**src/rtl/tpu_tile_scheduler_if.sv**
```systemverilog
// Tile scheduler bus: job start/done plus the tile command handshake.
// master = scheduler side, slave = host/engine side.
interface tpu_tile_scheduler_if #(
   parameter int DIM_W = 4,
   parameter int IDX_W = 8
);
   logic             start;
   logic [DIM_W-1:0] m;
   logic [DIM_W-1:0] k;
   logic [DIM_W-1:0] n;
   logic             tile_valid;
   logic             tile_ready;
   logic [IDX_W-1:0] a_base;
   logic [IDX_W-1:0] b_base;
   logic [IDX_W-1:0] out_base;
   logic [2:0]       tile_rows;
   logic [2:0]       tile_cols;
   logic [DIM_W-1:0] k_len;
   logic             tile_done;
   logic             busy;
   logic             done;
   logic [4:0]       tile_cnt;

   modport master (
      input  start, m, k, n, tile_ready, tile_done,
      output tile_valid, a_base, b_base, out_base,
      output tile_rows, tile_cols, k_len, busy, done, tile_cnt
   );

   modport slave (
      output start, m, k, n, tile_ready, tile_done,
      input  tile_valid, a_base, b_base, out_base,
      input  tile_rows, tile_cols, k_len, busy, done, tile_cnt
   );
endinterface

```
**src/rtl/tpu_tile_scheduler.sv**
```systemverilog
// Walks the output of an (m x k)*(k x n) matmul in DIMxDIM tiles,
// row-major, issuing one command per tile and awaiting its completion.
module tpu_tile_scheduler #(
   parameter int DIM   = 4,
   parameter int DIM_W = 4,
   parameter int IDX_W = 8
) (
   input  logic                 clk,
   input  logic                 rst,
   tpu_tile_scheduler_if.master bus
);
   typedef enum logic [1:0] {
      S_IDLE,
      S_ISSUE,
      S_WAIT,
      S_DONE
   } state_t;

   localparam logic [IDX_W-1:0] L_DIM = IDX_W'(DIM);
   localparam logic [IDX_W-1:0] L_DM1 = IDX_W'(DIM - 1);
   localparam logic [DIM_W-1:0] L_ONE = DIM_W'(1);

   function automatic logic [IDX_W-1:0] f_wide(
      input logic [DIM_W-1:0] v
   );
      return {{(IDX_W-DIM_W){1'b0}}, v};
   endfunction

   // Number of tiles along one dimension: ceil(dim/DIM).
   function automatic logic [DIM_W-1:0] f_cnt(
      input logic [DIM_W-1:0] dim
   );
      logic [IDX_W-1:0] t;
      t = (f_wide(dim) + L_DM1) / L_DIM;
      return t[DIM_W-1:0];
   endfunction

   // Valid extent of tile t along a dimension: min(DIM, dim - DIM*t).
   function automatic logic [2:0] f_ext(
      input logic [DIM_W-1:0] dim,
      input logic [DIM_W-1:0] t
   );
      logic [IDX_W-1:0] rem;
      rem = f_wide(dim) - f_wide(t) * L_DIM;
      if (rem >= L_DIM) return 3'(DIM);
      return rem[2:0];
   endfunction

   state_t           r_state;
   logic [DIM_W-1:0] r_m;
   logic [DIM_W-1:0] r_k;
   logic [DIM_W-1:0] r_n;
   logic [DIM_W-1:0] r_row;
   logic [DIM_W-1:0] r_col;
   logic             r_valid;
   logic [IDX_W-1:0] r_a_base;
   logic [IDX_W-1:0] r_b_base;
   logic [IDX_W-1:0] r_out_base;
   logic [2:0]       r_rows;
   logic [2:0]       r_cols;
   logic [DIM_W-1:0] r_klen;
   logic             r_busy;
   logic             r_done;
   logic [4:0]       r_cnt;

   logic             w_go;
   logic             w_zero;
   logic [DIM_W-1:0] w_mt;
   logic [DIM_W-1:0] w_nt;
   logic             w_cwrap;
   logic             w_last;
   logic [DIM_W-1:0] w_nrow;
   logic [DIM_W-1:0] w_ncol;
   logic [DIM_W-1:0] w_fm;
   logic [DIM_W-1:0] w_fk;
   logic [DIM_W-1:0] w_fn;
   logic [DIM_W-1:0] w_frow;
   logic [DIM_W-1:0] w_fcol;
   logic [DIM_W-1:0] w_fnt;
   logic [IDX_W-1:0] w_a;
   logic [IDX_W-1:0] w_b;
   logic [IDX_W-1:0] w_o;
   logic [2:0]       w_rows;
   logic [2:0]       w_cols;

   // A new job is only accepted when no job is in flight.
   assign w_go   = bus.start &&
                   (r_state == S_IDLE || r_state == S_DONE);
   assign w_zero = (bus.m == '0) || (bus.k == '0) ||
                   (bus.n == '0);

   assign w_mt    = f_cnt(r_m);
   assign w_nt    = f_cnt(r_n);
   assign w_cwrap = (r_col == w_nt - L_ONE);
   assign w_last  = w_cwrap && (r_row == w_mt - L_ONE);
   assign w_nrow  = w_cwrap ? r_row + L_ONE : r_row;
   assign w_ncol  = w_cwrap ? '0 : r_col + L_ONE;

   // Fields for the next ISSUE: from the inputs on a fresh job,
   // otherwise from the latched dims and the advanced tile position.
   assign w_fm   = w_go ? bus.m : r_m;
   assign w_fk   = w_go ? bus.k : r_k;
   assign w_fn   = w_go ? bus.n : r_n;
   assign w_frow = w_go ? '0 : w_nrow;
   assign w_fcol = w_go ? '0 : w_ncol;
   assign w_fnt  = f_cnt(w_fn);

   assign w_a    = f_wide(w_frow) * f_wide(w_fk);
   assign w_b    = f_wide(w_fcol) * f_wide(w_fk);
   assign w_o    = (f_wide(w_frow) * f_wide(w_fnt) +
                    f_wide(w_fcol)) * L_DIM;
   assign w_rows = f_ext(w_fm, w_frow);
   assign w_cols = f_ext(w_fn, w_fcol);

   // Job sequencer; every output is a register of this FSM.
   always_ff @(posedge clk or posedge rst) begin
      if (rst) begin
         r_state    <= S_IDLE;
         r_m        <= '0;
         r_k        <= '0;
         r_n        <= '0;
         r_row      <= '0;
         r_col      <= '0;
         r_valid    <= 1'b0;
         r_a_base   <= '0;
         r_b_base   <= '0;
         r_out_base <= '0;
         r_rows     <= '0;
         r_cols     <= '0;
         r_klen     <= '0;
         r_busy     <= 1'b0;
         r_done     <= 1'b0;
         r_cnt      <= '0;
      end else begin
         unique case (r_state)
            S_IDLE, S_DONE: begin
               if (bus.start) begin
                  r_m   <= bus.m;
                  r_k   <= bus.k;
                  r_n   <= bus.n;
                  r_row <= '0;
                  r_col <= '0;
                  r_cnt <= '0;
                  if (w_zero) begin
                     r_state <= S_DONE;
                     r_done  <= 1'b1;
                     r_busy  <= 1'b0;
                  end else begin
                     r_state    <= S_ISSUE;
                     r_done     <= 1'b0;
                     r_busy     <= 1'b1;
                     r_valid    <= 1'b1;
                     r_a_base   <= w_a;
                     r_b_base   <= w_b;
                     r_out_base <= w_o;
                     r_rows     <= w_rows;
                     r_cols     <= w_cols;
                     r_klen     <= w_fk;
                  end
               end
            end
            S_ISSUE: begin
               if (bus.tile_ready) begin
                  r_state <= S_WAIT;
                  r_valid <= 1'b0;
               end
            end
            S_WAIT: begin
               if (bus.tile_done) begin
                  r_cnt <= r_cnt + 5'd1;
                  if (w_last) begin
                     r_state <= S_DONE;
                     r_done  <= 1'b1;
                     r_busy  <= 1'b0;
                  end else begin
                     r_state    <= S_ISSUE;
                     r_row      <= w_nrow;
                     r_col      <= w_ncol;
                     r_valid    <= 1'b1;
                     r_a_base   <= w_a;
                     r_b_base   <= w_b;
                     r_out_base <= w_o;
                     r_rows     <= w_rows;
                     r_cols     <= w_cols;
                     r_klen     <= w_fk;
                  end
               end
            end
         endcase
      end
   end

   assign bus.tile_valid = r_valid;
   assign bus.a_base     = r_a_base;
   assign bus.b_base     = r_b_base;
   assign bus.out_base   = r_out_base;
   assign bus.tile_rows  = r_rows;
   assign bus.tile_cols  = r_cols;
   assign bus.k_len      = r_klen;
   assign bus.busy       = r_busy;
   assign bus.done       = r_done;
   assign bus.tile_cnt   = r_cnt;
endmodule
```
**src/flat_wrapper.sv**
```systemverilog
// flat-port wrapper written by rule: the top's interface ports become plain ports
module tpu_tile_scheduler_flat 
#(
   parameter int DIM   = 4,
   parameter int DIM_W = 4,
   parameter int IDX_W = 8
)
  (clk, rst, bus_start, bus_m, bus_k, bus_n, bus_tile_ready, bus_tile_done, bus_tile_valid, bus_a_base, bus_b_base, bus_out_base, bus_tile_rows, bus_tile_cols, bus_k_len, bus_busy, bus_done, bus_tile_cnt);
  tpu_tile_scheduler_if #(.DIM_W(DIM_W), .IDX_W(IDX_W)) bus_i ();
  input  logic clk;
  input  logic rst;
  input wire logic [$bits(bus_i.start)-1:0] bus_start;
  input wire logic [$bits(bus_i.m)-1:0] bus_m;
  input wire logic [$bits(bus_i.k)-1:0] bus_k;
  input wire logic [$bits(bus_i.n)-1:0] bus_n;
  input wire logic [$bits(bus_i.tile_ready)-1:0] bus_tile_ready;
  input wire logic [$bits(bus_i.tile_done)-1:0] bus_tile_done;
  output wire logic [$bits(bus_i.tile_valid)-1:0] bus_tile_valid;
  output wire logic [$bits(bus_i.a_base)-1:0] bus_a_base;
  output wire logic [$bits(bus_i.b_base)-1:0] bus_b_base;
  output wire logic [$bits(bus_i.out_base)-1:0] bus_out_base;
  output wire logic [$bits(bus_i.tile_rows)-1:0] bus_tile_rows;
  output wire logic [$bits(bus_i.tile_cols)-1:0] bus_tile_cols;
  output wire logic [$bits(bus_i.k_len)-1:0] bus_k_len;
  output wire logic [$bits(bus_i.busy)-1:0] bus_busy;
  output wire logic [$bits(bus_i.done)-1:0] bus_done;
  output wire logic [$bits(bus_i.tile_cnt)-1:0] bus_tile_cnt;
  assign bus_i.start = bus_start;
  assign bus_i.m = bus_m;
  assign bus_i.k = bus_k;
  assign bus_i.n = bus_n;
  assign bus_i.tile_ready = bus_tile_ready;
  assign bus_i.tile_done = bus_tile_done;
  assign bus_tile_valid = bus_i.tile_valid;
  assign bus_a_base = bus_i.a_base;
  assign bus_b_base = bus_i.b_base;
  assign bus_out_base = bus_i.out_base;
  assign bus_tile_rows = bus_i.tile_rows;
  assign bus_tile_cols = bus_i.tile_cols;
  assign bus_k_len = bus_i.k_len;
  assign bus_busy = bus_i.busy;
  assign bus_done = bus_i.done;
  assign bus_tile_cnt = bus_i.tile_cnt;
  tpu_tile_scheduler #(.DIM(DIM), .DIM_W(DIM_W), .IDX_W(IDX_W)) u_core (.clk(clk), .rst(rst), .bus(bus_i));
endmodule
```
**config.mk**
```make
export PLATFORM = sky130hd
export DESIGN_NAME = tpu_tile_scheduler_flat
export DESIGN_NICKNAME = d
export VERILOG_FILES = /design/src/rtl/tpu_tile_scheduler_if.sv /design/src/rtl/tpu_tile_scheduler.sv /design/src/flat_wrapper.sv
export SDC_FILE = /design/constraint.sdc
export NUM_CORES = 1
export LEC_CHECK = 0
export CAP_MARGIN = 30
export CORE_UTILIZATION = 50
export CTS_CLUSTER_SIZE = 25
export DETAILED_ROUTE_END_ITERATION = 6
export DONT_BUFFER_PORTS = 1
export PLACE_DENSITY = 0.72
export SETUP_SLACK_MARGIN = 0.1
export SYNTH_ARGS = -nofsm -noshare
export SYNTH_HDL_FRONTEND = slang
export SYNTH_SLANG_ARGS = --single-unit
```
**constraint.sdc**
```tcl
create_clock -name clk -period 10.2 [get_ports clk]
set_clock_uncertainty 0.1 [all_clocks]
set_input_delay 2.04 -clock clk [delete_from_list [all_inputs] [get_ports clk]]
set_output_delay 2.04 -clock clk [all_outputs]
set_load 0.01 [all_outputs]
```
---- Word level (Yosys, flattened, before mapping) ----
Index checks and enable logic that the tools add are counted.
cells by class
  $add $sub $neg .......................... 11
  multiply operators ...................... 3
  order comparisons ....................... 2
  equal/unequal tests ..................... 11
  muxes and demuxes ....................... 75
  reductions and logical operators ........ 18
operators with widths
  kind                   count
  $mux W8                12
  $mux W4                16
  $pmux W8 S2            3
  $mux W3                12
  $pmux W4 S2            3
  $ge A8 B3 Y1 const B   2
  $mul A4 B4 Y8          2
  $add A4 B2 Y5 const B  3
  $mux W1                15
  $sub A4 B6 Y7          2
  $logic_not A4 Y1       3
  $pmux W3 S2            2
  $mux W2                5
  $mux W5                2
  $ne A2 B2 Y1 const B   5
  $pmux W5 S2            1
  $reduce_and A5 Y1      2
  $add A4 B1 Y4 const B  2
  $eq A4 B4 Y1           2
  $reduce_and A4 Y1      2
  $sub A4 B1 Y4 const B  2
  $add A6 B4 Y6          1
  $mul A4 B4 Y6          1
  $pmux W2 S3            1
  13 further kinds       19
word-level totals
  bits in registers ....................... 64
  input port bits ......................... 17
  output and inout bits ................... 42
  word-level logic and storage cells ...... 136

---- Depth between registers and ports, before layout ----
Gate-level depths: netlist of run 1.
  depth after elaboration ................. 12
  gate-level depth with buffers ........... 19
  mapped depth without buffers ............ 18

---- Worst setup path after synthesis of run 1 ----
OpenSTA, ideal clock, no wires.
  path kind ............................... in2reg
  start point ............................. input bus_start
  end point ............................... register u_core.r_out_base[7], in the netlist u_core.bus.out_base[7]
  library setup time ...................... 0.087 ns
  data arrival time ....................... 5.809 ns
  data required time ...................... 10.013 ns
  setup slack ............................. 4.205 ns
  cell stages on the path ................. 16
  path buffers ............................ 1
  cell sequence ........................... and2_1 buf_2 mux2i_1 inv_1 xnor2_1 or2_2 fa_1 fa_1 inv_1 fa_1 a21o_1 a21oi_1 xnor2_1 nand3b_1 or4_1 o211ai_1
on the way
  longest elaborated chain between the ends .. 8
  elaborated cells on any way between the ends .. 14
  classes of those cells .................. 2 x add/sub; 1 x mul; 1 x eq/ne; 8 x mux; 2 x reduce/logical
ends and longest elaborated chain
  element                            line                                                  source
  start, declared                    flat_wrapper.sv:12                                    input wire logic [$bits(bus_i.start)-1:0] bus_start;
  $logic_and A1 B1 Y1                tpu_tile_scheduler.sv:87                              assign w_go = bus.start &&
  $mux W4                            tpu_tile_scheduler.sv:103                             assign w_fn = w_go ? bus.n : r_n;
  $add A4 B2 Y5                      tpu_tile_scheduler.sv:34                              t = (f_wide(dim) + L_DM1) / L_DIM;
  $mul A4 B4 Y6                      tpu_tile_scheduler.sv:110                             assign w_o = (f_wide(w_frow) * f_wide(w_fnt) +
  $add A6 B4 Y6                      tpu_tile_scheduler.sv:110
  $mux W8, on equally long branches  tpu_tile_scheduler.sv:171, tpu_tile_scheduler.sv:144
  $mux W8, on equally long branches  tpu_tile_scheduler.sv:169, tpu_tile_scheduler.sv:137
  $pmux W8 S2                        tpu_tile_scheduler.sv:135                             unique case (r_state)
  end signal, assigned               tpu_tile_scheduler.sv:155                             r_out_base <= w_o;
  end signal, assigned               tpu_tile_scheduler.sv:182                             r_out_base <= w_o;
  end, declared                      tpu_tile_scheduler.sv:58                              logic [IDX_W-1:0] r_out_base;
Parallel ways exist; a longest one is shown, timed or not. The select of a mux whose other input is x is not followed.
A chain may end at the register's enable or synchronous reset.

---- Final worst setup path of run 1 ----
Same ends and word-level chain as after synthesis.

==> flow_results.org, run 1 <==
** Finish
- Area used by sequential logic in the layout :: 0.00155 mm2
- Post-layout net count :: 516
- Layout cell share with drive strength beyond 1 :: between 10% and 20%
- Diodes inserted :: 0
- From synthesis to final layout, the design area changed by 6.79%.
- The layout has 720 filler cells.
- The multi-input combinational cells in the finished layout cover a total of approximately 0.0027 mm2.

** Die
- Vertical die dimension :: 96.0 um
- I/O pin cnt :: 59
- For this configuration, the core starts out at a cell density of 52.7%.
- Std cell rows :: 33
- The die covers 0.00922 mm2.
- Area inside the core boundary :: 0.00838 mm2
- Die Width :: 96.0 um

** Power and ir drop
- Cell internal power was estimated by the tool at 0.804 mW.
- Dividing total power by cell area gives a power density of 313 mW/mm2.
- Switching portion of total power :: a little under half
- Portion of total power attributed to combinational logic :: 55.9%
- Fraction of power consumed by sequential logic :: 28.2%
- Across the VDD grid, the largest voltage drop is 142 uV.
- In this run, the clock network consumes about 16% of the power.
- Switching power :: a little under 0.7 mW
- Leakage dissipation :: 2.39 nW

** GRT
- Number of global-route vias before repair :: roughly 3400
- The number of antenna violations at the first check in global routing was 0.
- The total overflow left after global routing is 0.
- Wire length of the first global-routing pass :: 16100 um
- Maximum number of pins on one net before global-route repair :: 63
- Across every metal layer, demand over resource in global routing totals 23.4%.

** Yosys
- Summing the areas of all compound-gate instances in the mapped netlist gives 10.5% of the synthesized area.
- Each instance of the synthesized netlist takes up on average 10.0 um2.
- Synthesis inferred 62 register bits.
- Total number of yosys warnings :: 0
- Multiplexer fraction of the synthesized cell area :: 11.0%
- Top_reg_cell synth :: sky130_fd_sc_hd__dfrtp_1
- Synthesized cell area :: about 0.0044 mm2
- For this run, asynchronously set or reset flops after synthesis account for 100%.
- Share of synthesized cell area in and, or, nand and nor gates :: 14.8%
- Adder-Cell Fraction of Synth Area :: 18.7%
- The synthesized netlist contains 53 unique library cells.
- Number of instances in the synthesized netlist :: between 400 and 500
- Number of enable-type register cells in the synthesized netlist :: 0
- Largest family of logic cells by synthesized area :: adder cells
- Xor and xnor fraction of the mapped netlist area :: 5.15%
- Summing the sequential cell areas from Yosys gives 35.1% of the chip area.

** Timing
- Setup repair after global routing left no endpoint under its margin.
- Total negative setup slack :: 0 ps
- Max-slew headroom :: between 30% and 40%
- Post-route fraction of the period consumed by the critical path :: 62.2%
- The max-slew violation count was 0.
- For the pin with the worst max-slew slack, the measured transition is 985 ps.
- Number of hold violations in the final report :: 0
- Timing would allow up to 0.158 GHz.
- The worst path needs 6340 ps of the cycle, external delays included.
- On the final layout, the worst hold slack is 463 ps.
- Final setup violation count :: 0

** Critical path
- Critical-path maximum fanout :: 21
- Class of the most critical setup path :: primary input to flop
- At the worst endpoint, the required time is 10360 ps.
- Arr. time, crit path :: 6510 ps
- Critical path endpoint category :: flop
- Sort of element at the start of the critical path :: primary input

** CTS
- Clock Root Buffer :: sky130_fd_sc_hd__clkbuf_8
- In this run, post-CTS hold repair placed 0 buffers.
- Clock-pin slew was measured on the worst setup and hold paths at 70 ps.
- CTS HTree Levels :: 3
- TritonCTS built the clock tree.
- Total number of clock tree sinks :: 62
- Skew-Pair Late Insertion Delay :: 350 ps
- Setup fix buffers added after clock tree synthesis :: 0
- Deepest clock path buffer count :: 2
- In this run, post-CTS repair resized a total of 0 instances.
- Number of buffers inserted during clock tree synthesis :: 9

** Detailed routing
- The detailed router finished its first iteration with 119 violations.
- Routed via count divided by cell count :: 5.72
- DR WL met2 :: between 4000 and 5000 um
- Post-detailed-routing wire length :: ~9500 um
- In the final routed layout, each cell accounts on average for around 17 um.
- Vias post-DR :: 3157
- Number of DRC violations after detailed routing :: 0
- Met1 wire length :: 4100 um
- Detailed-routing iteration count for the pre-antenna-repair pass :: 5
- Remaining number of nets flagged by the antenna check after routing :: 0
- Max Used Layer :: met4
- Met3 Routed Length :: between 500 and 600 um

** Hold path
- The min-delay analysis places its worst path in the category flop to flop.

** Place
- Port buffering added 0 buffers.
- GP Congestion :: approximately 0.85
- Detailed placement ended at an HPWL of 7220 um.

** Run status
- The run finished with clean final reports.

** Job
- Max-cap violations in this run came to 0.
Yosys cell counts (4+ instances only):
cell type                  count  area (um2)
sky130_fd_sc_hd__dfrtp_1      62        1550
sky130_fd_sc_hd__nor2_1       51         191
sky130_fd_sc_hd__ha_1         42         526
sky130_fd_sc_hd__nand2_1      34         128
sky130_fd_sc_hd__inv_1        33         124
sky130_fd_sc_hd__a21oi_1      21         105
sky130_fd_sc_hd__mux2_2       19         214
sky130_fd_sc_hd__xnor2_1      18         158
sky130_fd_sc_hd__fa_1         15         300
sky130_fd_sc_hd__o21ai_0      13        65.1
sky130_fd_sc_hd__mux2i_1      12         120
sky130_fd_sc_hd__mux2_4       10         150
sky130_fd_sc_hd__nand3_1       8        40.0
sky130_fd_sc_hd__xor2_1        8        70.1
sky130_fd_sc_hd__nor3_1        7        35.0
sky130_fd_sc_hd__a21o_1        5        37.5
sky130_fd_sc_hd__clkbuf_1      5        18.8
sky130_fd_sc_hd__or3_1         5        31.3
sky130_fd_sc_hd__and2_1        4        25.0
sky130_fd_sc_hd__nor4_1        4        25.0
sky130_fd_sc_hd__or2_2         4        25.0
area by class of cell:
cell class                      instances  area share, %
Clock buffer                           13           3.79
Clock inverter                          3          0.848
Inverter                               33           2.62
Multi-Input combinational cell        333           56.6
Sequential cell                        62           32.9
Tap cell                              105           2.78
Timing Repair Buffer                    3          0.477
kinds of logic after synthesis:
family          after synthesis
simple gates                136
compound gates               71
flops                        62
fa+ha+maj                    57
buf+inv                      46
mux                          41
xor+xnor                     26
other cells                   1
registers in the layout, indices dropped and copies added, names as in the netlist:
name	count
u_core.r_row	4
u_core.r_col	4
u_core.bus.tile_rows	3
u_core.r_m	4
u_core.bus.tile_cnt	5
u_core.bus.a_base	8
u_core.bus.tile_cols	3
u_core.bus.done	1
u_core.bus.tile_valid	1
u_core.r_k	4
u_core.bus.k_len	4
u_core.r_state	2
u_core.bus.busy	1
u_core.r_n	4
u_core.bus.b_base	8
u_core.bus.out_base	6
path summary, 6_finish.rpt:
kind | start | slack, ps | to | cells past startpoint
setup / recovery | bus_start | 3860 | u_core.bus.out_base[7] | 15
hold / removal | u_core.bus.tile_rows[0] | 460 | u_core.bus.tile_rows[0] | 1
setup reg to reg | u_core.r_col[0] | 4620 | u_core.bus.out_base[7] | 18
hold reg to reg | u_core.bus.tile_rows[0] | 460 | u_core.bus.tile_rows[0] | 1
max in group asynchronous | rst | 7770 | u_core.bus.tile_cols[0] | 2
min in group asynchronous | rst | 1690 | u_core.bus.b_base[1] | 2
power by group through the flow:
| stage | Combinational, mW | Clock (mW) | Sequential, mW |
|---|---|---|---|
| 2_1_floorplan | 0.679 | 0 | 0.395 |
| 3_3_place_gp | 0.796 | 0 | 0.417 |
| 3_5_place_dp | 0.825 | 0 | 0.419 |
| 4_1_cts | 0.830 | 0.241 | 0.416 |
| 5_1_grt | 0.941 | 0.252 | 0.426 |
| 6_report | 0.825 | 0.236 | 0.416 |
cell usage in the layout (no fill, tap or decap), types with 2 or more instances in the layout:
cell type / count
sky130_fd_sc_hd__dfrtp_1: 62
sky130_fd_sc_hd__nor2_1: 51
sky130_fd_sc_hd__ha_1: 42
sky130_fd_sc_hd__nand2_1: 34
sky130_fd_sc_hd__inv_1: 32
sky130_fd_sc_hd__a21oi_1: 21
sky130_fd_sc_hd__mux2_2: 19
sky130_fd_sc_hd__xnor2_1: 18
sky130_fd_sc_hd__fa_1: 15
sky130_fd_sc_hd__o21ai_0: 13
sky130_fd_sc_hd__clkbuf_8: 13
sky130_fd_sc_hd__mux2i_1: 12
sky130_fd_sc_hd__mux2_4: 10
sky130_fd_sc_hd__nand3_1: 8
sky130_fd_sc_hd__xor2_1: 8
sky130_fd_sc_hd__nor3_1: 7
sky130_fd_sc_hd__or3_1: 5
sky130_fd_sc_hd__a21o_1: 5
sky130_fd_sc_hd__or2_2: 4
sky130_fd_sc_hd__nor4_1: 4
sky130_fd_sc_hd__and2_1: 4
sky130_fd_sc_hd__a32o_1: 3
sky130_fd_sc_hd__a22o_1: 3
sky130_fd_sc_hd__nor2b_1: 3
sky130_fd_sc_hd__o41ai_1: 3
sky130_fd_sc_hd__a31oi_1: 3
sky130_fd_sc_hd__o211ai_1: 3
sky130_fd_sc_hd__nor4b_1: 3
sky130_fd_sc_hd__a211oi_1: 3
sky130_fd_sc_hd__buf_4: 3
sky130_fd_sc_hd__o311ai_0: 2
sky130_fd_sc_hd__nand4_1: 2
sky130_fd_sc_hd__a2bb2oi_1: 2
sky130_fd_sc_hd__nand2b_1: 2
sky130_fd_sc_hd__o21bai_1: 2
sky130_fd_sc_hd__or4_1: 2
sky130_fd_sc_hd__o31ai_1: 2
sky130_fd_sc_hd__nor3_4: 2
sky130_fd_sc_hd__conb_1: 2
sky130_fd_sc_hd__clkinv_2: 2
metal layers:
layer	global-route usage, %	vias to the layer above
li1	-	1536
met1	29.8	1521
met2	38.4	80
met3	5.69	20
met4	8.71	0
met5	0	-
metrics by stage:
| step | util, % | cells | power [mW] | area (um2) | setup slack (ps) |
|---|---|---|---|---|---|
| floorplan | - | 441 | 1.07 | 4420 | 4200 |
| global placement | 53.7 | 536 | 1.21 | 4500 | 3670 |
| detailed placement | 53.7 | 536 | 1.24 | 4500 | 3530 |
| CTS | 56.3 | 552 | 1.49 | 4720 | 3850 |
| global route | 56.3 | 552 | 1.62 | 4720 | 3560 |
| finish | 56.3 | 552 | 1.48 | 4720 | 3860 |
worst max-delay path, cell delays in order:
cell                       delay [ps]
sky130_fd_sc_hd__and2_1           610
sky130_fd_sc_hd__mux2i_1          440
sky130_fd_sc_hd__nor2b_1          150
sky130_fd_sc_hd__xnor2_1          200
sky130_fd_sc_hd__or2_2            310
sky130_fd_sc_hd__fa_1             500
sky130_fd_sc_hd__fa_1             550
sky130_fd_sc_hd__inv_1             70
sky130_fd_sc_hd__fa_1             460
sky130_fd_sc_hd__a21o_1           200
sky130_fd_sc_hd__a21oi_1          180
sky130_fd_sc_hd__xnor2_1          160
sky130_fd_sc_hd__nand3b_1          80
sky130_fd_sc_hd__or4_1            430
sky130_fd_sc_hd__o211ai_1         120
(Power assumes the default switching activity.)
==> run 2, diff against run 1 <==
--- a/config.mk
+++ b/config.mk
@@ -5,6 +5,7 @@
 export SDC_FILE = /design/constraint.sdc
 export NUM_CORES = 1
 export LEC_CHECK = 0
+export ABC_AREA = 1
 export CAP_MARGIN = 30
 export CORE_UTILIZATION = 50
 export CTS_CLUSTER_SIZE = 25
==> constraint.sdc (replaced) <==
create_clock -name clk -period 6.41 [get_ports clk]
set_clock_uncertainty 0.1 [all_clocks]
set_input_delay 1.282 -clock clk [delete_from_list [all_inputs] [get_ports clk]]
set_output_delay 1.282 -clock clk [all_outputs]
set_load 0.01 [all_outputs]
==> run 2 against run 1 <==
Compared with the run above: combinational power up 81%; largest power group unchanged; critical path type unchanged; count of clock-buffer cells in the layout down 2; hold slack worse by 14 ps; core utilization down 0.60 points; synthesized area down 2.2%; critical path depth up 5; worst setup slack worse by 2400 ps.
==> flow_results.org, run 2 <==
** Run status
- Status :: finished clean

** Critical path
- The largest single stage delay on the critical path is 550 ps.
- For the worst setup path, the data required time is 6590 ps.
- In this run the register-to-register setup slack is roughly 1600 ps.
- At the worst endpoint, the arrival time is 5130 ps.
- Number of cell instances on the worst register-to-register path :: 22
- The setup path with the least slack is of type primary input to flop.
- The worst setup path is captured at a flop.
- Traced cell by cell, the critical path runs through nand2_2 > inv_1 > or2_2 > o21ai_0 > nand2_1 > nand2_1 > nor2_1 > inv_1 > nand3_1 > fa_1 > fa_1 > inv_1 > fa_1 > nand3_1 > nand2_1 > xnor2_1 > inv_1 > nand2_1 > nand3_1 > nand2_1.
- The worst register-to-register path begins at u_core.r_state[0].
- Critical-path maximum fanout :: 28
- STA classifies the critical path startpoint as a primary input.
- Among all stages on the critical path, the largest delay is contributed by sky130_fd_sc_hd__fa_1.
- Launching element of the worst setup path :: bus_start
- Most frequent CP cell :: sky130_fd_sc_hd__nand2_1
- Capture instance of the worst register-to-register path :: u_core.bus.out_base[7]

** Yosys
- Yosys mapped the design onto 33 distinct sky130hd cell types.
- Number of instances in the synthesized netlist :: 542
- After synthesis, the largest area contributor takes up 35.9% of total cell area.
- The Yosys step of the flow raised 0 warnings.
- Synthesized area divided by synthesized cell count :: around 8 um2
- Synthesized cell area :: 0.00432 mm2
- Library cell with the largest summed area after synthesis :: sky130_fd_sc_hd__dfrtp_1
- Top_reg_cell synth :: sky130_fd_sc_hd__dfrtp_1
- Number of enable-type register cells in the synthesized netlist :: 0
- Cell with the most instances after synthesis :: sky130_fd_sc_hd__nand2_1
- Most frequent cells after synthesis :: sky130_fd_sc_hd__nand2_1 (144), sky130_fd_sc_hd__inv_1 (64), sky130_fd_sc_hd__dfrtp_1 (62), sky130_fd_sc_hd__nor2_1 (60), sky130_fd_sc_hd__ha_1 (42)
- Proportion of synthesized chip area in sequential cells :: between 30% and 40%
- Cells taking the most area after synthesis :: sky130_fd_sc_hd__dfrtp_1 (36%), sky130_fd_sc_hd__nand2_1 (13%), sky130_fd_sc_hd__ha_1 (12%), sky130_fd_sc_hd__fa_1 (6.9%), sky130_fd_sc_hd__inv_1 (5.6%)
- Synthesis inferred 62 register bits.
- For this run, asynchronously set or reset flops after synthesis account for 100%.

** Detailed routing
- Detailed-routing iteration count for the pre-antenna-repair pass :: 5
- For this run, design rule violations remaining after detail routing come to 0.
- The final route contains ~3500 vias.
- The detail route stage leaves a number of antenna-violating nets equal to 0.
- For this block, the initial DRC count from the detailed router was between 200 and 250.
- For this block, the routed nets add up to 9200 um of wire.
- Wire length per cell :: approximately 14 um
- Routed via count divided by cell count :: between 5 and 6

** GRT
- Entering global routing, the biggest net connects 63 pins.
- After global routing the overflow that remains totals 0.
- The first global-routing pass estimated 15800 um of wire.
- The number of antenna violations at the first check in global routing is 0.
- Overall track demand over capacity in global routing :: 22.6%
- The number of global-route vias before repair was 3394.

** Die
- Vertical die dimension :: roughly 95 um
- Std cell rows :: 33
- For this configuration, the core starts out at a cell density of between 50 and 60%.
- I/O pin cnt :: 59
- Floorplan die area :: 0.00902 mm2
- Measured along the x axis, the die boundary spans 95.0 um.
- Area inside the core boundary :: 0.00830 mm2

** Place
- HPWL reported at the end of detailed placement :: around 6900 um
- In this run, placement finished with an instance count of 637.
- Post-Place Cell Area :: 0.00439 mm2
- In this run the tool buffered the top-level ports with 0 buffer cells.
- GP Congestion :: 0.871

** Power and ir drop
- Power density relative to cell area :: 541 mW/mm2
- Max VDD drop :: between 200 and 250 uV
- After layout, the design draws a total of roughly 2.5 mW.
- Leakage dissipation :: 2.54 nW

** Timing
- Maximum clock frequency :: around 0.2 GHz
- Of the available clock period, the critical path in the final layout requires 77.3%.
- RSZ-0062 raised after global routing :: false
- Total count of max-transition violations in the final report :: 0
- Worst Max-Slew Pin Slew :: 805 ps
- Total negative setup slack :: 0 ps
- Setup violations remaining at the end of the flow were counted as 0.
- Minimum period implied by the final worst setup slack :: 4950 ps
- Number of hold violations in the final report :: 0
- Max-slew headroom :: 46.3%

** CTS
- After clock tree synthesis, the flow added hold-fix buffers numbering 0.
- The root buffer cell chosen for the clock tree is sky130_fd_sc_hd__clkbuf_8.
- Skew-Pair Late Insertion Delay :: 340 ps
- The clock drives 62 sinks.
- Post-cts sizing count :: 0
- The clock tree synthesis step divided the H-tree into 3 levels.
- Setup fix buffers added after clock tree synthesis :: 0
- TritonCTS built the clock tree.
- Clock-pin slew was measured on the worst setup and hold paths at 70 ps.
- Deepest clock path buffer count :: 2
- In this run, CTS created clock tree buffers numbering 9.

** Hold path
- Along the worst hold path, the cell count comes to 2.
- Worst min-delay path startpoint :: u_core.bus.tile_valid
- In this run the worst hold path is classified as flop to flop.
- Worst hold path endpoint :: u_core.bus.tile_valid

** Finish
- After filler insertion, the fill cell instance count of the layout stands at roughly 770.
- Post-layout instance area :: 0.00462 mm2
- Diodes inserted :: 0
- Layout-stage area growth over the synthesis result :: 6.98%
- Layout cell share with drive strength beyond 1 :: 6.20%
- Post-layout net count :: 618
- Commonest non-fill, non-tap cell in the layout :: sky130_fd_sc_hd__nand2_1
- The library cells used most frequently in the layout, excluding fill and tap cells, are sky130_fd_sc_hd__nand2_1 (144), sky130_fd_sc_hd__inv_1 (63), sky130_fd_sc_hd__dfrtp_1 (62), sky130_fd_sc_hd__nor2_1 (60), sky130_fd_sc_hd__ha_1 (42).
- Filler-free cell count of the finished design :: 653

** Job
- Max_cap viols :: 0
## run 2: worst max path at each step
| stage | to | slack [ps] | depth (start not counted) |
|---|---|---|---|
| 4_1_cts | u_core.bus.out_base[7] | 1480 | 20 |
| 6_report | u_core.bus.out_base[7] | 1460 | 20 |
| 3_5_place_dp | u_core.bus.out_base[7] | 1160 | 20 |
| 3_3_place_gp | u_core.bus.out_base[7] | 1270 | 20 |
| 5_1_grt | u_core.bus.out_base[7] | 1120 | 20 |
| 2_1_floorplan | u_core.bus.out_base[7] | 1880 | 20 |
## run 2: cells by family (layout without fill, tap and decap cells)
family,count (synthesis),count (layout),share of synthesized area (%)
AO/OA/AOI/OAI,62,62,7.76
flip-flops,62,62,35.9
other,1,2,0.0867
buffers and inverters,77,82,7.32
adder cells (fa/ha/maj),57,57,19.1
AND/OR/NAND/NOR,264,264,26.0
XOR/XNOR,19,19,3.85
## run 2: through the flow
step / util (%) / hold WS, ps / worst slack [ps]
floorplan: - / 405 / 1880
global placement: 52.9 / 426 / 1270
detailed placement: 52.9 / 434 / 1160
CTS: 55.4 / 456 / 1480
global route: 55.7 / 476 / 1120
finish: 55.7 / 450 / 1460
## run 2: where the power goes
part | internal [mW] | switching [mW] | total [mW]
logic | 0.493 | 0.997 | 1.49
clock network | 0.217 | 0.156 | 0.372
registers | 0.525 | 0.116 | 0.641
total | 1.23 | 1.27 | 2.50
## run 2: cell type report
class	instances	area, um2	share of cell area, %
inverter	65	244	5.28
tap	105	131	2.84
sequential	62	1550	33.5
clock buffer	11	131	2.84
multi-input combinational	404	2460	53.2
clock inverter	4	72.6	1.57
timing repair buffer	2	35.0	0.758
## run 2: per-layer routing
metal  wire length (um)  GRT usage (%)  vias up
met1               4100           29.2     1659
met3                448           4.75       12
met5                  0              0        -
li1                   -              -     1735
met4                102           6.06        0
met2               4550           38.5       73
## run 2: worst max-delay path, delay by kind of cell
kind / cells / cell delay, ps
XOR/XNOR: 1 / 170
AND/OR/NAND/NOR: 11 / 1460
AO/OA/AOI/OAI: 1 / 140
buffers and inverters: 4 / 550
adder cells (fa/ha/maj): 3 / 1510
==> run 3, diff against run 2 <==
--- a/config.mk
+++ b/config.mk
@@ -5,13 +5,13 @@
 export SDC_FILE = /design/constraint.sdc
 export NUM_CORES = 1
 export LEC_CHECK = 0
-export ABC_AREA = 1
+export ABC_AREA = 0
 export CAP_MARGIN = 30
 export CORE_UTILIZATION = 50
 export CTS_CLUSTER_SIZE = 25
 export DETAILED_ROUTE_END_ITERATION = 6
 export DONT_BUFFER_PORTS = 1
-export PLACE_DENSITY = 0.72
+export PLACE_DENSITY = 0.75
 export SETUP_SLACK_MARGIN = 0.1
 export SYNTH_ARGS = -nofsm -noshare
 export SYNTH_HDL_FRONTEND = slang
==> constraint.sdc (replaced) <==
create_clock -name clk -period 4 [get_ports clk]
set_clock_uncertainty 0.1 [all_clocks]
set_input_delay 0.8 -clock clk [delete_from_list [all_inputs] [get_ports clk]]
set_output_delay 0.8 -clock clk [all_outputs]
set_load 0.01 [all_outputs]
==> run 3 against run 2 <==
Compared with the run above: the flow now finishes with violations (negative setup slack); via count rose by 4.4%; critical path depth fell by 4; final cell count fell by 3.5%; register-to-register slack got worse by 2100 ps; non-clock buffer count rose by 79; worst setup slack got worse by 2000 ps; global-route usage rose by 3.6 points; highest routed layer unchanged; sequential share of layout area fell by 5.7 points; hold slack got worse by 130 ps; final area rose by 21%; core utilization rose by 11 points; total power rose by 87%.
==> flow_results.org, run 3 (synthesis results as in run 1) <==
** Detailed routing
- The detail route stage leaves a number of antenna-violating nets equal to 0.
- Routed via count divided by cell count :: 5.77
- Detailed-routing iteration count for the pre-antenna-repair pass :: 4
- Number of DRC violations after detailed routing :: 0
- Wire length per cell :: 17.9 um
- Summing over every cut layer, the via total after detailed routing is 3633.
- Number of DRC markers after the initial detailed-route iteration :: 177
- Post-detailed-routing wire length :: between 10000 and 15000 um

** Die
- The initial utilization of the core area, before any placement, comes to 52.7%.
- Std cell rows :: 33
- The die is 96.0 um wide.
- The total area inside the core boundary comes to roughly 0.0084 mm2.
- The floorplan step defined a die boundary enclosing 0.00922 mm2.
- In this run the vertical extent of the chip is 96.0 um.
- For this design the top-level I/O count stands at slightly below 60.

** Run status
- The final reports fail on negative setup slack.
- The run finished, with violations left.

** CTS
- TritonCTS built the clock tree.
- The H-tree was split into 3 levels.
- At the later pin of the worst-skew pair, clock insertion delay measures 360 ps.
- Total number of clock tree sinks :: 62
- Clock Root Buffer :: sky130_fd_sc_hd__clkbuf_8
- After clock tree synthesis, the clock-pin slew on the worst setup and hold paths is 70 ps.
- Number of buffers inserted during clock tree synthesis :: 9
- # hold bufs at CTS :: 0
- Deepest clock path buffer count :: 2

** Finish
- Most used cells in the layout excluding fill and tap cells :: sky130_fd_sc_hd__buf_4 (75), sky130_fd_sc_hd__dfrtp_1 (58), sky130_fd_sc_hd__nor2_1 (51), sky130_fd_sc_hd__ha_1 (41), sky130_fd_sc_hd__nand2_1 (32)
- Counting the fill cells in the layout gives between 500 and 600.
- Diodes inserted :: 0
- Of the cells placed in the final design, the portion with a size suffix greater than 1 is about 33%.
- Excluding fillers, the count of instances in the completed layout stands at 630.
- With fillers left out, the area of the finished cells amounts to 0.00558 mm2.
- The sequential cells in the finished layout cover a total of around 0.0016 mm2.
- The area growth from synthesis to layout is 26.3%.
- Commonest non-fill, non-tap cell in the layout :: sky130_fd_sc_hd__buf_4
- In the final layout, the multi-input gates occupy 0.00292 mm2.
- Post-layout net count :: 594

** Critical path
- Maximum single-stage delay on the critical path :: roughly 560 ps
- STA classifies the critical path endpoint as a flop.
- STA puts the critical path data arrival time at about 4600 ps.
- Class of the most critical setup path :: flop to flop
- At the worst endpoint, the required time is 4140 ps.
- Critical-path maximum fanout :: 5
- STA classifies the critical path startpoint as a flop.
- Slowest library cell on the worst path :: sky130_fd_sc_hd__fa_1
- Ordered list of cells on the worst path :: nor4_4 > mux2i_2 > a21oi_4 > buf_6 > or3_4 > nand2b_4 > fa_1 > inv_2 > fa_1 > buf_4 > fa_2 > a21oi_2 > nor2_1 > nor2_1 > xnor2_1 > mux2_2

** Timing
- After layout, the worst setup slack is -498 ps.
- At the pin with the least slew margin, the transition time is between 800 and 900 ps.
- The tightest hold path in the finished design has a slack of roughly 320 ps.
- The hold violation total from the final report was 0.
- Post-route fraction of the period consumed by the critical path :: 112%
- RSZ-0062 raised after global routing :: true
- The max-slew violation count is 0.
- Timing would allow up to 0.222 GHz.
- Setup violations remaining at the end of the flow were counted as 13.
- After layout, the minimum clock period comes to 4500 ps.
- Headroom to the max-slew limit came out at about two fifths.

** Place
- Post-Place Cell Area :: 0.00506 mm2
- Number of cells after detailed placement :: 598
- Placement-stage worst setup slack :: -557 ps
- At the end of routability-driven placement, the weighted congestion stood at 0.854.
- The count of buffers added on input and output ports is 0.
- HPWL reported at the end of detailed placement :: 8270 um

** GRT
- Maximum number of pins on one net before global-route repair :: 33
- The first global-routing pass estimated 17900 um of wire.
- Met2 Resource Use GR :: 44.1%
- The number of antenna violations at the first check in global routing is 0.
- Congestion Overflow GR :: 0
- Overall track demand over capacity in global routing :: about a quarter
- M3 GR Usage :: 5.61%
- Global routing used 30.9% of the available met1 tracks.
- In this run the most used layer during global routing was met2.
- The number of global-route vias before repair came to 3732.

** Power and ir drop
- Total chip power :: ~4.7 mW
- Power density relative to cell area :: ~840 mW/mm2
- Max VDD drop :: 399 uV
- Leakage dissipation :: 2.83 nW

** Job
- Max_cap viols :: 0

** Hold path
- Class of the worst hold path :: primary input to async pin
## run 3: cell types whose count changed in the layout (fill, tap and decap cells not counted), moves of 6 or more
cell,previous run,this run
sky130_fd_sc_hd__nor3_1,1,7
sky130_fd_sc_hd__nor2_1,60,51
sky130_fd_sc_hd__nand2_1,144,32
sky130_fd_sc_hd__mux2_2,0,13
sky130_fd_sc_hd__o21ai_0,37,13
sky130_fd_sc_hd__or2_2,8,1
sky130_fd_sc_hd__mux2_4,0,16
sky130_fd_sc_hd__buf_6,0,6
sky130_fd_sc_hd__mux2i_1,0,6
sky130_fd_sc_hd__buf_4,1,75
sky130_fd_sc_hd__inv_1,63,26
sky130_fd_sc_hd__nand3_1,33,7
## run 3: path summary, 6_finish.rpt
check	startpoint	end	slack, ps	depth (start not counted)
min in group clk	u_core.r_col[2]	u_core.r_col[2]	460	1
worst min-delay path	rst	u_core.bus.k_len[3]	320	1
max in group asynchronous	rst	u_core.r_n[2]	2570	2
worst min register to register	u_core.r_col[2]	u_core.r_col[2]	460	1
worst max register to register	u_core.r_n[0]	u_core.bus.b_base[6]	-500	16
worst max-delay path	u_core.r_n[0]	u_core.bus.b_base[6]	-500	16
## run 3: worst max-delay path, delay by kind of cell, from the launching register on
family,cells,cell delay (ps)
xor+xnor,1,90
compound gates,2,260
fa+ha+maj,3,1440
mux,2,640
buf+inv,3,360
flops,1,470
simple gates,5,1020
## run 3: what timing repair did
action	4_1_cts	5_1_grt
cloned	0	0
pin swaps	25	16
hold endpoints to repair	0	0
setup endpoints to repair	14	15
gates resized for setup	20	22
buffers inserted	10	7
## run 3: area by class of cell
type,instances,area share (%)
Multi-Input combinational cell,333,52.4
Clock inverter,4,1.26
Timing Repair Buffer,81,11.3
Inverter,33,2.22
Tap cell,105,2.35
Clock buffer,12,2.60
Sequential cell,62,27.9
## run 3: metrics by stage
stage | utilization [%] | setup TNS (ps)
floorplan | - | -905
global placement | 60.3 | -2430
detailed placement | 60.3 | -4100
CTS | 64.8 | -3350
global route | 66.6 | -6010
finish | 66.6 | -4040
## run 3: report_power, final
group          leakage [nW]  internal, mW  switching, mW
registers             0.795         0.831          0.237
logic                  1.93          1.45           1.54
clock network         0.110         0.366          0.261
total                  2.83          2.65           2.04
## run 3: routing by layer
layer,part of all wire (%),vias up,routed length [um]
met5,0,-,0
met4,3.9,0,440
met3,5.6,33,630
met2,50,116,5610
met1,41,1795,4620
li1,-,1689,-
